==> src/rtl/ex_muldiv_unit.sv <==
// Iterative 16-bit unsigned multiply/divide for the EX stage: shift-add multiply,
// restoring divide, 16 iterations, stalls ID/EX until a one-cycle result pulse.
module ex_muldiv_unit (
    input  logic        clk,
    input  logic        rst,
    input  logic        op_valid,
    input  logic [1:0]  op,
    input  logic [15:0] a,
    input  logic [15:0] b,
    input  logic [2:0]  rd_in,
    input  logic        reg_write_in,
    input  logic        flush,
    output logic        stall,
    output logic        busy,
    output logic        result_valid,
    output logic [15:0] result,
    output logic [2:0]  rd_out,
    output logic        reg_write_out,
    output logic        div_by_zero
);

    typedef enum logic [1:0] {IDLE, BUSY, DONE} state_t;

    state_t      state, state_nxt;
    logic [3:0]  count;
    logic [31:0] acc, acc_nxt;
    logic [15:0] opnd;
    logic [1:0]  op_q;
    logic [2:0]  rd_q;
    logic        reg_write_q;
    logic        start, finish;

    // acc = {partial product high, multiplier being shifted out}
    function automatic logic [31:0] mul_step(input logic [31:0] w, input logic [15:0] m);
        logic [16:0] sum;
        sum = {1'b0, w[31:16]} + (w[0] ? {1'b0, m} : 17'd0);
        return {sum, w[15:1]};
    endfunction

    // acc = {remainder, dividend bits shifting out / quotient bits shifting in}
    function automatic logic [31:0] div_step(input logic [31:0] w, input logic [15:0] d);
        logic [16:0] sh;
        logic [15:0] diff;
        logic        ge;
        sh   = {w[31:16], w[15]};
        ge   = (sh >= {1'b0, d});
        diff = sh[15:0] - d;
        return {(ge ? diff : sh[15:0]), w[14:0], ge};
    endfunction

    function automatic logic [15:0] sel_result(input logic [1:0] o, input logic [31:0] w);
        return o[0] ? w[31:16] : w[15:0];
    endfunction

    assign acc_nxt = op_q[1] ? div_step(acc, opnd) : mul_step(acc, opnd);

    always_ff @(posedge clk or posedge rst) begin
        if (rst) begin
            state <= IDLE;
        end else begin
            state <= state_nxt;
        end
    end

    always_comb begin
        state_nxt = state;
        stall     = 1'b0;
        start     = 1'b0;
        finish    = 1'b0;
        busy      = (state != IDLE);
        case (state)
            IDLE: begin
                if (op_valid && !flush) begin
                    stall     = 1'b1;
                    start     = 1'b1;
                    state_nxt = BUSY;
                end
            end
            BUSY: begin
                if (flush) begin
                    state_nxt = IDLE;
                end else begin
                    stall = 1'b1;
                    if (count == 4'd15) begin
                        finish    = 1'b1;
                        state_nxt = DONE;
                    end
                end
            end
            DONE:    state_nxt = IDLE;
            default: state_nxt = IDLE;
        endcase
    end

    always_ff @(posedge clk or posedge rst) begin
        if (rst) begin
            count         <= 4'd0;
            result_valid  <= 1'b0;
            reg_write_out <= 1'b0;
            result        <= 16'h0000;
            rd_out        <= 3'd0;
            div_by_zero   <= 1'b0;
        end else begin
            if (start) begin
                count <= 4'd0;
            end else if (state == BUSY) begin
                count <= count + 4'd1;
            end
            result_valid  <= finish;
            reg_write_out <= finish & reg_write_q;
            if (finish) begin
                result      <= sel_result(op_q, acc_nxt);
                rd_out      <= rd_q;
                div_by_zero <= op_q[1] && (opnd == 16'h0000);
            end
        end
    end

    // operand capture and iteration datapath; meaningful only while BUSY
    always_ff @(posedge clk) begin
        if (start) begin
            op_q        <= op;
            rd_q        <= rd_in;
            reg_write_q <= reg_write_in;
            opnd        <= op[1] ? b : a;
            acc         <= {16'h0000, (op[1] ? a : b)};
        end else if (state == BUSY) begin
            acc <= acc_nxt;
        end
    end

endmodule

==> config.mk <==
export PLATFORM = sky130hd
export DESIGN_NAME = ex_muldiv_unit
export DESIGN_NICKNAME = d
export VERILOG_FILES = /design/src/rtl/ex_muldiv_unit.sv
export SDC_FILE = /design/constraint.sdc
export NUM_CORES = 1
export LEC_CHECK = 0
export ABC_AREA = 1
export CORE_AREA = 2 2 103 105
export DETAILED_ROUTE_END_ITERATION = 12
export DIE_AREA = 0 0 105 107
export GPL_TIMING_DRIVEN = 0
export PLACE_DENSITY_LB_ADDON = 0.08
export SYNTH_ARGS = -nofsm -noshare
export SYNTH_HDL_FRONTEND = slang
export SYNTH_SLANG_ARGS = --single-unit
export TNS_END_PERCENT = 1
==> constraint.sdc <==
create_clock -name clk -period 3.45 [get_ports clk]
set_input_delay 0.69 -clock clk [delete_from_list [all_inputs] [get_ports clk]]
set_output_delay 0.69 -clock clk [all_outputs]
set_load 0.03 [all_outputs]
After elaboration in Yosys (flattened, before gate mapping)
Cells that the tools add are included.

cells by class
  add/sub/neg operators = 3
  $mul = 0
  divide/modulo/power cells = 0
  order comparisons = 1
  equal/unequal tests = 4
  shift-type cells = 0
  mux-type cells = 21
  bitwise gates (word level) = 1
  reduce and logical (&&, ||, !) cells = 8

operators with widths
  kind                   number
  $mux W16               7
  $mux W32               1
  $add A16 B16 Y17       1
  $ge A17 B16 Y1         1
  $logic_not A16 Y1      1
  $sub A16 B16 Y16       1
  $mux W4                2
  $mux W1                6
  $mux W2                3
  $add A4 B1 Y4 const B  1
  $eq A4 B4 Y1 const B   1
  $pmux W2 S2            1
  $reduce_bool A2 Y1     2
  $ne A3 B3 Y1 const B   1
  $eq A2 B1 Y1 const B   1
  $logic_and A1 B1 Y1    2
  $logic_not A2 Y1       1
  $ne A2 B2 Y1 const B   1
  $pmux W1 S2            1
  $reduce_and A2 Y1      1
  $and A1 B1 Y1          1
  $logic_not A1 Y1       1

storage, ports and cells
  flip-flop bits (word level) = 82
  bits in latches = 0
  RAM bits = 0
  bits in read-only memories = 0
  input port bits = 42
  logic and storage cells = 51
  memories kept = 0

Depth between registers and ports, before layout
Gate-level depths: netlist of run 1.

  depth after elaboration = 5
  depth in mapped cells = 17
  gate-level depth less buffers = 16

Least setup slack after synthesis of run 1
No wires, ideal clock.

  path type = register to output
  from = register state[1]
  to = output stall
  data arrival time = 1.674 ns
  slack = 1.086 ns
  stages on the path, launching flop included = 6
  buffers on the path = 1
  path through = dfrtp_1 -> or2_2 -> nor3_2 -> inv_1 -> clkbuf_1 -> o21ai_0

on the way
  word-level cells in the longest chain between the ends = 2
  elaborated cells between the ends (all ways) = 3
  those cells by class = eq/ne: 1; mux: 1; reduce/logical: 1

ends and longest elaborated chain
  element                                                  line  text
  start: declaration                                       24    state_t state, state_nxt;
  start signal: assignment                                 61    state <= state_nxt;
  $eq A2 B1 Y1 / $logic_not A2 Y1 (equally long branches)  71    case (state)
  $pmux W1 S2 (*)                                          71
  end: declaration                                         13    output logic stall,

Every way passes the cells marked *; elsewhere a longest branch is shown, timed or not.

Worst setup path in the final report of run 1
  from = input flush
  to = output stall

on the way
  word-level cells in the longest chain between the ends = 4
  elaborated cells between the ends (all ways) = 5
  those cells by class = mux: 3; reduce/logical: 2

ends and longest elaborated chain
  element              line  text
  start: declaration   12    input logic flush,
  $logic_not A1 Y1     73    if (op_valid && !flush) begin
  $logic_and A1 B1 Y1  73
  $mux W1              73
  $pmux W1 S2 (*)      71

Marks and branches as above.

==> results of run 1 <==
-- metrics by stage --
| stage | setup TNS, ns | area [µm²] | worst slack [ns] | utilization, % | instances |
|---|---|---|---|---|---|
| final | 0 | 7180 | 0.247 | 71.2 | 1127 |
| after global routing | 0 | 7180 | 0.0971 | 71.2 | 1127 |
| after CTS | 0 | 7180 | 0.238 | 71.2 | 1127 |
| after detailed placement | -0.153 | 6970 | -0.153 | 69.1 | 1111 |
| after global placement | -0.166 | 6970 | -0.166 | 69.1 | 1111 |
| after floorplan | 0 | 6150 | 1.09 | - | 910 |
-- power by group through the flow --
stage / Clock (µW) / Sequential, µW / Combinational [µW]
2_1_floorplan: 0 / 1370 / 1800
3_3_place_gp: 0 / 1420 / 2340
3_5_place_dp: 0 / 1430 / 2360
4_1_cts: 731 / 1410 / 2380
5_1_grt: 773 / 1430 / 2740
6_report: 731 / 1410 / 2420
-- worst reg2reg max path, stage by stage (launching register included) --
cell      delay, ns
edfxtp_1       0.33
clkbuf_1       0.31
clkbuf_1       0.39
nand2_1        0.10
inv_1          0.10
ha_1           0.28
a21oi_1        0.32
o21ai_0        0.18
a21oi_1        0.19
nand3_1        0.10
nand3_1        0.14
nand4_1        0.20
nand2_1        0.15
nand2_1        0.06
-- worst paths after layout --
kind                            cells after the start         end
worst max-delay path                                6       stall
worst min-delay path                                2   rd_out[2]
worst max register to register                     13  result[14]
worst min register to register                      2   rd_out[2]
max in group asynchronous                           2  result[14]
min in group asynchronous                           2  result[10]
-- cell usage after synthesis (16+ instances only) --
cell	n	area (µm²)
nor2_1	33	124
dfrtp_1	28	701
o21ai_0	58	290
nand3_1	70	350
inv_1	126	473
clkbuf_1	27	101
edfxtp_1	38	1140
nand4_1	27	169
nand2_1	337	1260
a21oi_1	41	205
ha_1	33	413
dfxtp_1	16	320
-- logic make-up after synthesis --
logic type               Yosys count  share of synthesized area, %
XOR/XNOR                           9                          1.28
adder cells (fa/ha/maj)           35                          7.37
AND/OR/NAND/NOR                  506                          35.7
buffers and inverters            158                          9.89
flip-flops                        82                          35.2
AO/OA/AOI/OAI                    120                          10.6
-- final cells by class --
| type | count | area (µm²) |
|---|---|---|
| Clock buffer | 9 | 124 |
| Sequential cell | 82 | 2160 |
| Buffer | 31 | 133 |
| Tap cell | 136 | 170 |
| Inverter | 127 | 477 |
| Timing Repair Buffer | 65 | 649 |
| Multi-Input combinational cell | 670 | 3390 |
| Fill cell | 931 | 2910 |
| Clock inverter | 7 | 81.3 |
-- layer usage --
metal	part of all wire, %	vias to the layer above
met4	3.1	0
met5	0	-
met1	41	2840
met3	7.5	53
li1	-	3109
met2	48	275
-- state kept, by name, indices dropped and copies added, names as in the netlist --
name / count
acc: 32
count: 4
div_by_zero: 1
op_q: 2
opnd: 16
rd_out: 3
rd_q: 3
reg_write_out: 1
reg_write_q: 1
result: 16
result_valid: 1
state: 2
==> summary.md, run 1 <==
| Metric | Value |
|---|---|
| Vias per cell | `5.57` |
| Number of global-route vias before repair | `5830` |
| Final Total Pwr | `4570 µW` |
| Sequential area share after synthesis | `35.2%` |
| Ys Warns | `0` |
| Hpwl dp | `14300 µm` |
| Layout cell share with drive strength beyond 1 | `4.74%` |
| DIE WIDTH | `105 µm` |
| Crit path max-delay cell type | `clkdlybuf4s50_1` |
| Net Sw Power | `2200 µW` |
| TritonCTS clock tree | `yes` |
| Post-route clock period utilization | `92.8%` |
| Syn Inst Count | `910` |
| Maximum number of pins on one net before global-route repair | `32` |
| Net Sw Frac | `48.2%` |
| Antenna violations before repair | `0` |
| Clock Path Buffers | `2` |
| Drt initial violations | `655` |
| Internal power | `2370 µW` |
| Via Count | `6277` |
| First-pass GRT wire length | `29100 µm` |
| Area growth syn-to-layout | `16.8%` |
| Critical path arrival | `2.51 ns` |
| CP endpoint kind | `output port` |
| Post-route ant nets | `0` |
| Hold path start | `rd_q[2]` |
| Number of enable flip-flop cells after synthesis | `38` |
| Met2 Usage GRT | `57.4%` |
| Clk_skew | `0.0125 ns` |
| Reg power frac | `31.0%` |
| GRT busiest layer | `met2` |
| Syn avg cell area | `6.76 µm²` |
| Final Hold Viols | `0` |
| R2r setup slk | `0.50 ns` |
| Crit path buffers/inverters | `4` |
| Diode count | `0` |
| RSZ-0062 raised after global routing | `false` |
| Met1 usage | `43.1%` |
| Die area | `11200 µm²` |
| Clk root buf | `clkbuf_8` |
| Count of different cell masters after synthesis | `39` |
| Row count | `37` |
| Routability cong. | `1.00` |
| Num CTS Buffers | `9` |
| Clock Power Share | `16.0%` |
| Reg clk slew, reported paths | `0.10 ns` |
| DR WL/cell | `16.0 µm` |
| Remaining global-route overflow | `0` |
| Initial Util | `60.9%` |
| Overall Global Routing Usage | `33.8%` |
| VDD IR max | `0.000352 V` |
| Kind of critical path | `input port to output port` |
| Synth Flop Type | `edfxtp_1` |
| Most frequent cells in the layout | `337 x nand2_1, 126 x inv_1, 70 x nand3_1` |
| CP max stage delay | `0.47 ns` |
| Post-Syn Area | `6150 µm²` |
| Setup crit start | `flush` |
| Status | `completed` |
| Post-CTS Resized | `2` |
| Overall routed net length | `18000 µm` |
| Final setup violation count | `0` |
| HP Class | `flop to flop` |
| H-tree Lvls | `3` |
| Crit path max fanout | `10` |
| Nets | `1063` |
| Hold slack | `0.463 ns` |
| Post-CTS Setup Inserts | `0` |
| Drt pass-1 iters | `6` |
| Async SR Flop Fraction | `34.1%` |
| Clk sinks | `82` |
| Rel. slew slack | `31.0%` |
| Yosys reg bits | `82` |
| Crit-path leading delay family | `buffers and inverters` |
| Leading cell type in the layout, fill and taps excluded | `nand2_1` |
| Max Cap Violations | `0` |
| Clock insertion delay at the later pin of the skew report | `0.38 ns` |
| Comb power frac | `53.0%` |
| Power per cell area | `636 nW/µm²` |
| M3 GR Usage | `5.59%` |
| Post-route DRC | `0` |
| Number of port buffers | `65` |
| Fmax | `312 MHz` |
| Crit path cell chain | `clkdlybuf4s50_1 -> nor3_4 -> inv_1 -> clkbuf_1 -> o21ai_0 -> dlygate4sd2_1` |
| Final Max Slew Viols | `0` |
| Core box area | `10100 µm²` |
| Die height | `107 µm` |
| CP Data Required Time | `2.76 ns` |
| IO Pins | `66` |
| Syn nets | `987` |
| Reg-to-Reg Start | `acc[0]` |
| Leak | `0.00371 µW` |
| Tmin final | `3.20 ns` |
| Startpoint Class | `input port` |
| Slew @ Worst Pin | `1.03 ns` |
| Hold_buf cts | `0` |
Note: power is estimated with default switching activity, not from simulation.
==> run 2, diff against run 1 <==
--- a/config.mk
+++ b/config.mk
@@ -6,9 +6,9 @@
 export NUM_CORES = 1
 export LEC_CHECK = 0
 export ABC_AREA = 1
-export CORE_AREA = 2 2 103 105
+export CORE_AREA = 2 2 114 116
 export DETAILED_ROUTE_END_ITERATION = 12
-export DIE_AREA = 0 0 105 107
+export DIE_AREA = 0 0 116 118
 export GPL_TIMING_DRIVEN = 0
 export PLACE_DENSITY_LB_ADDON = 0.08
 export SYNTH_ARGS = -nofsm -noshare
==> constraint.sdc (replaced) <==
create_clock -name clk -period 2.6 [get_ports clk]
set_input_delay 0.52 -clock clk [delete_from_list [all_inputs] [get_ports clk]]
set_output_delay 0.52 -clock clk [all_outputs]
set_load 0.03 [all_outputs]
==> summary.md, run 2 (same netlist as run 1, synthesis figures left out) <==
| Metric | Value |
|---|---|
| Crit-path leading delay family | `simple AND/OR/NAND/NOR gates` |
| Reg-to-Reg Start | `acc[0]` |
| CP Data Required Time | `2.08 ns` |
| Diode count | `0` |
| RSZ-0062 raised after global routing | `true` |
| Area growth syn-to-layout | `19.9%` |
| Drt initial violations | `424` |
| Leading cell type in the layout, fill and taps excluded | `nand2_1` |
| R2r setup slk | `0.17 ns` |
| Power per cell area | `867 nW/µm²` |
| Final WS setup | `0.0546 ns` |
| Via Count | `6155` |
| Crit path buffers/inverters | `2` |
| First-pass GRT wire length | `30100 µm` |
| Hpwl dp | `14900 µm` |
| Leak | `0.00377 µW` |
| Max reg flops | `32` |
| Final setup violation count | `0` |
| Layout cell share with drive strength beyond 1 | `6.24%` |
| Number of port buffers | `65` |
| Post-route clock period utilization | `97.9%` |
| DR WL/cell | `16.0 µm` |
| Tmin final | `2.55 ns` |
| Overall Global Routing Usage | `29.0%` |
| Initial Util | `49.5%` |
| Startpoint Class | `flop` |
| Overall routed net length | `18600 µm` |
| Drt pass-1 iters | `5` |
| FF-to-FF path depth | `13` |
| Remaining global-route overflow | `0` |
| Clock insertion delay at the later pin of the skew report | `0.36 ns` |
| Critical path arrival | `2.03 ns` |
| IO Pins | `66` |
| Hold_buf cts | `0` |
| Final Max Slew Viols | `0` |
| Nets | `1066` |
| Worst r2r dst | `result[5]` |
| Post-route DRC | `0` |
| Slew @ Worst Pin | `1.07 ns` |
| Max Cap Violations | `0` |
| Setup crit start | `state[1]` |
| Clock Path Buffers | `2` |
| Top Registers | `acc: 32 flops, opnd: 16 flops, result: 16 flops` |
| Levels on crit path | `5` |
| Routability cong. | `0.948` |
| Clk sinks | `82` |
| Pre-CTS setup slack | `-0.686 ns` |
| Antenna violations before repair | `0` |
| Crit path cell chain | `or2_2 -> nor3_4 -> inv_1 -> o21ai_0 -> clkdlybuf4s18_2` |
| H-tree Lvls | `3` |
| Crit path max fanout | `13` |
| Final Hold Viols | `0` |
| Status | `completed` |
| HP Class | `flop to flop` |
| Num CTS Buffers | `9` |
| Fin util | `59.4%` |
| Die height | `118 µm` |
| VDD IR max | `0.000672 V` |
| Crit path max-delay cell type | `dfrtp_1` |
| Row count | `41` |
| CP max stage delay | `0.39 ns` |
| Rel. slew slack | `28.3%` |
| Most frequent cells in the layout | `335 x nand2_1, 126 x inv_1, 68 x nand3_1` |
| TritonCTS clock tree | `yes` |
| Clk root buf | `clkbuf_16` |
| Post-route ant nets | `0` |
| CP endpoint kind | `output port` |
| Reg clk slew, reported paths | `0.06 ns` |
| Maximum number of pins on one net before global-route repair | `32` |
| Die area | `13700 µm²` |
| Number of global-route vias before repair | `5951` |
| Worst Setup EP | `stall` |
| Reg with most FFs | `acc` |
| Core box area | `12400 µm²` |
| DIE WIDTH | `116 µm` |
| Fmax | `393 MHz` |
| Vias per cell | `5.28` |
| Clk_skew | `0.00686 ns` |
| Kind of critical path | `flop to output port` |
-- run 2: cell types whose count changed in the layout (fill, tap and decap cells not counted), sizes merged --
cell,change
buf,+5
clkbuf,-1
dlygate4sd2,-1
clkinv,-1
clkdlybuf4s18,+1
inv,-1
clkinvlp,+1
-- run 2: how the worst min path moves through the flow --
stage / from / to / slack (ns) / cells after the start
after floorplan: rd_q[0] / rd_out[0] / 0.42 / 2
after global placement: rd_q[2] / rd_out[2] / 0.42 / 2
after detailed placement: rd_q[2] / rd_out[2] / 0.43 / 2
after CTS: rd_q[2] / rd_out[2] / 0.45 / 2
after global routing: rd_q[0] / rd_out[0] / 0.47 / 2
final: rd_q[2] / rd_out[2] / 0.44 / 2
-- run 2: what timing repair did --
item                       CTS  global route
gates cloned                 0             0
hold endpoints to repair     0             0
resized for setup           10             7
pin swaps                    1             5
setup buffers                1             4
setup endpoints to repair   17            27
-- run 2: where the power goes --
part	switching [µW]	internal, µW	total [µW]
Combinational	2060	1190	3240
Clock	562	681	1240
Sequential	301	1600	1900
-- run 2: worst min-delay path: cells and delay by family, from the launching register on --
family	cells	cell delay [ns]
DFF	1	0.32
and+or+nand+nor	2	0.09
-- run 2: through the flow --
stage / cells / setup TNS [ns] / hold WS, ns / total power (µW) / instance area, µm²
floorplan: 910 / 0 / 0.418 / 4200 / 6150
global placement: 1147 / -20.43 / 0.424 / 5040 / 7020
detailed placement: 1147 / -4.37 / 0.432 / 5070 / 7020
CTS: 1162 / 0 / 0.451 / 6330 / 7320
global route: 1166 / -0.0190 / 0.470 / 6920 / 7380
finish: 1166 / 0 / 0.443 / 6390 / 7380
-- run 2: final cells by class --
class / instances / area [µm²]
Clock buffer: 10 / 239
Clock inverter: 6 / 47.5
Fill cell: 1208 / 5040
Multi-Input combinational cell: 670 / 3410
Timing Repair Buffer: 70 / 688
Buffer: 29 / 135
Sequential cell: 82 / 2160
Inverter: 127 / 477
Tap cell: 172 / 215
-- run 2: per-layer routing --
metal / vias to the layer above / wire length (µm) / share of wire (%) / track usage, %
met5: - / 0 / 0 / 0
met4: 0 / 894 / 4.8 / 13.0
met3: 63 / 1220 / 6.6 / 5.15
met2: 198 / 8550 / 46 / 46.4
met1: 2782 / 7950 / 43 / 38.0
li1: 3112 / - / - / -
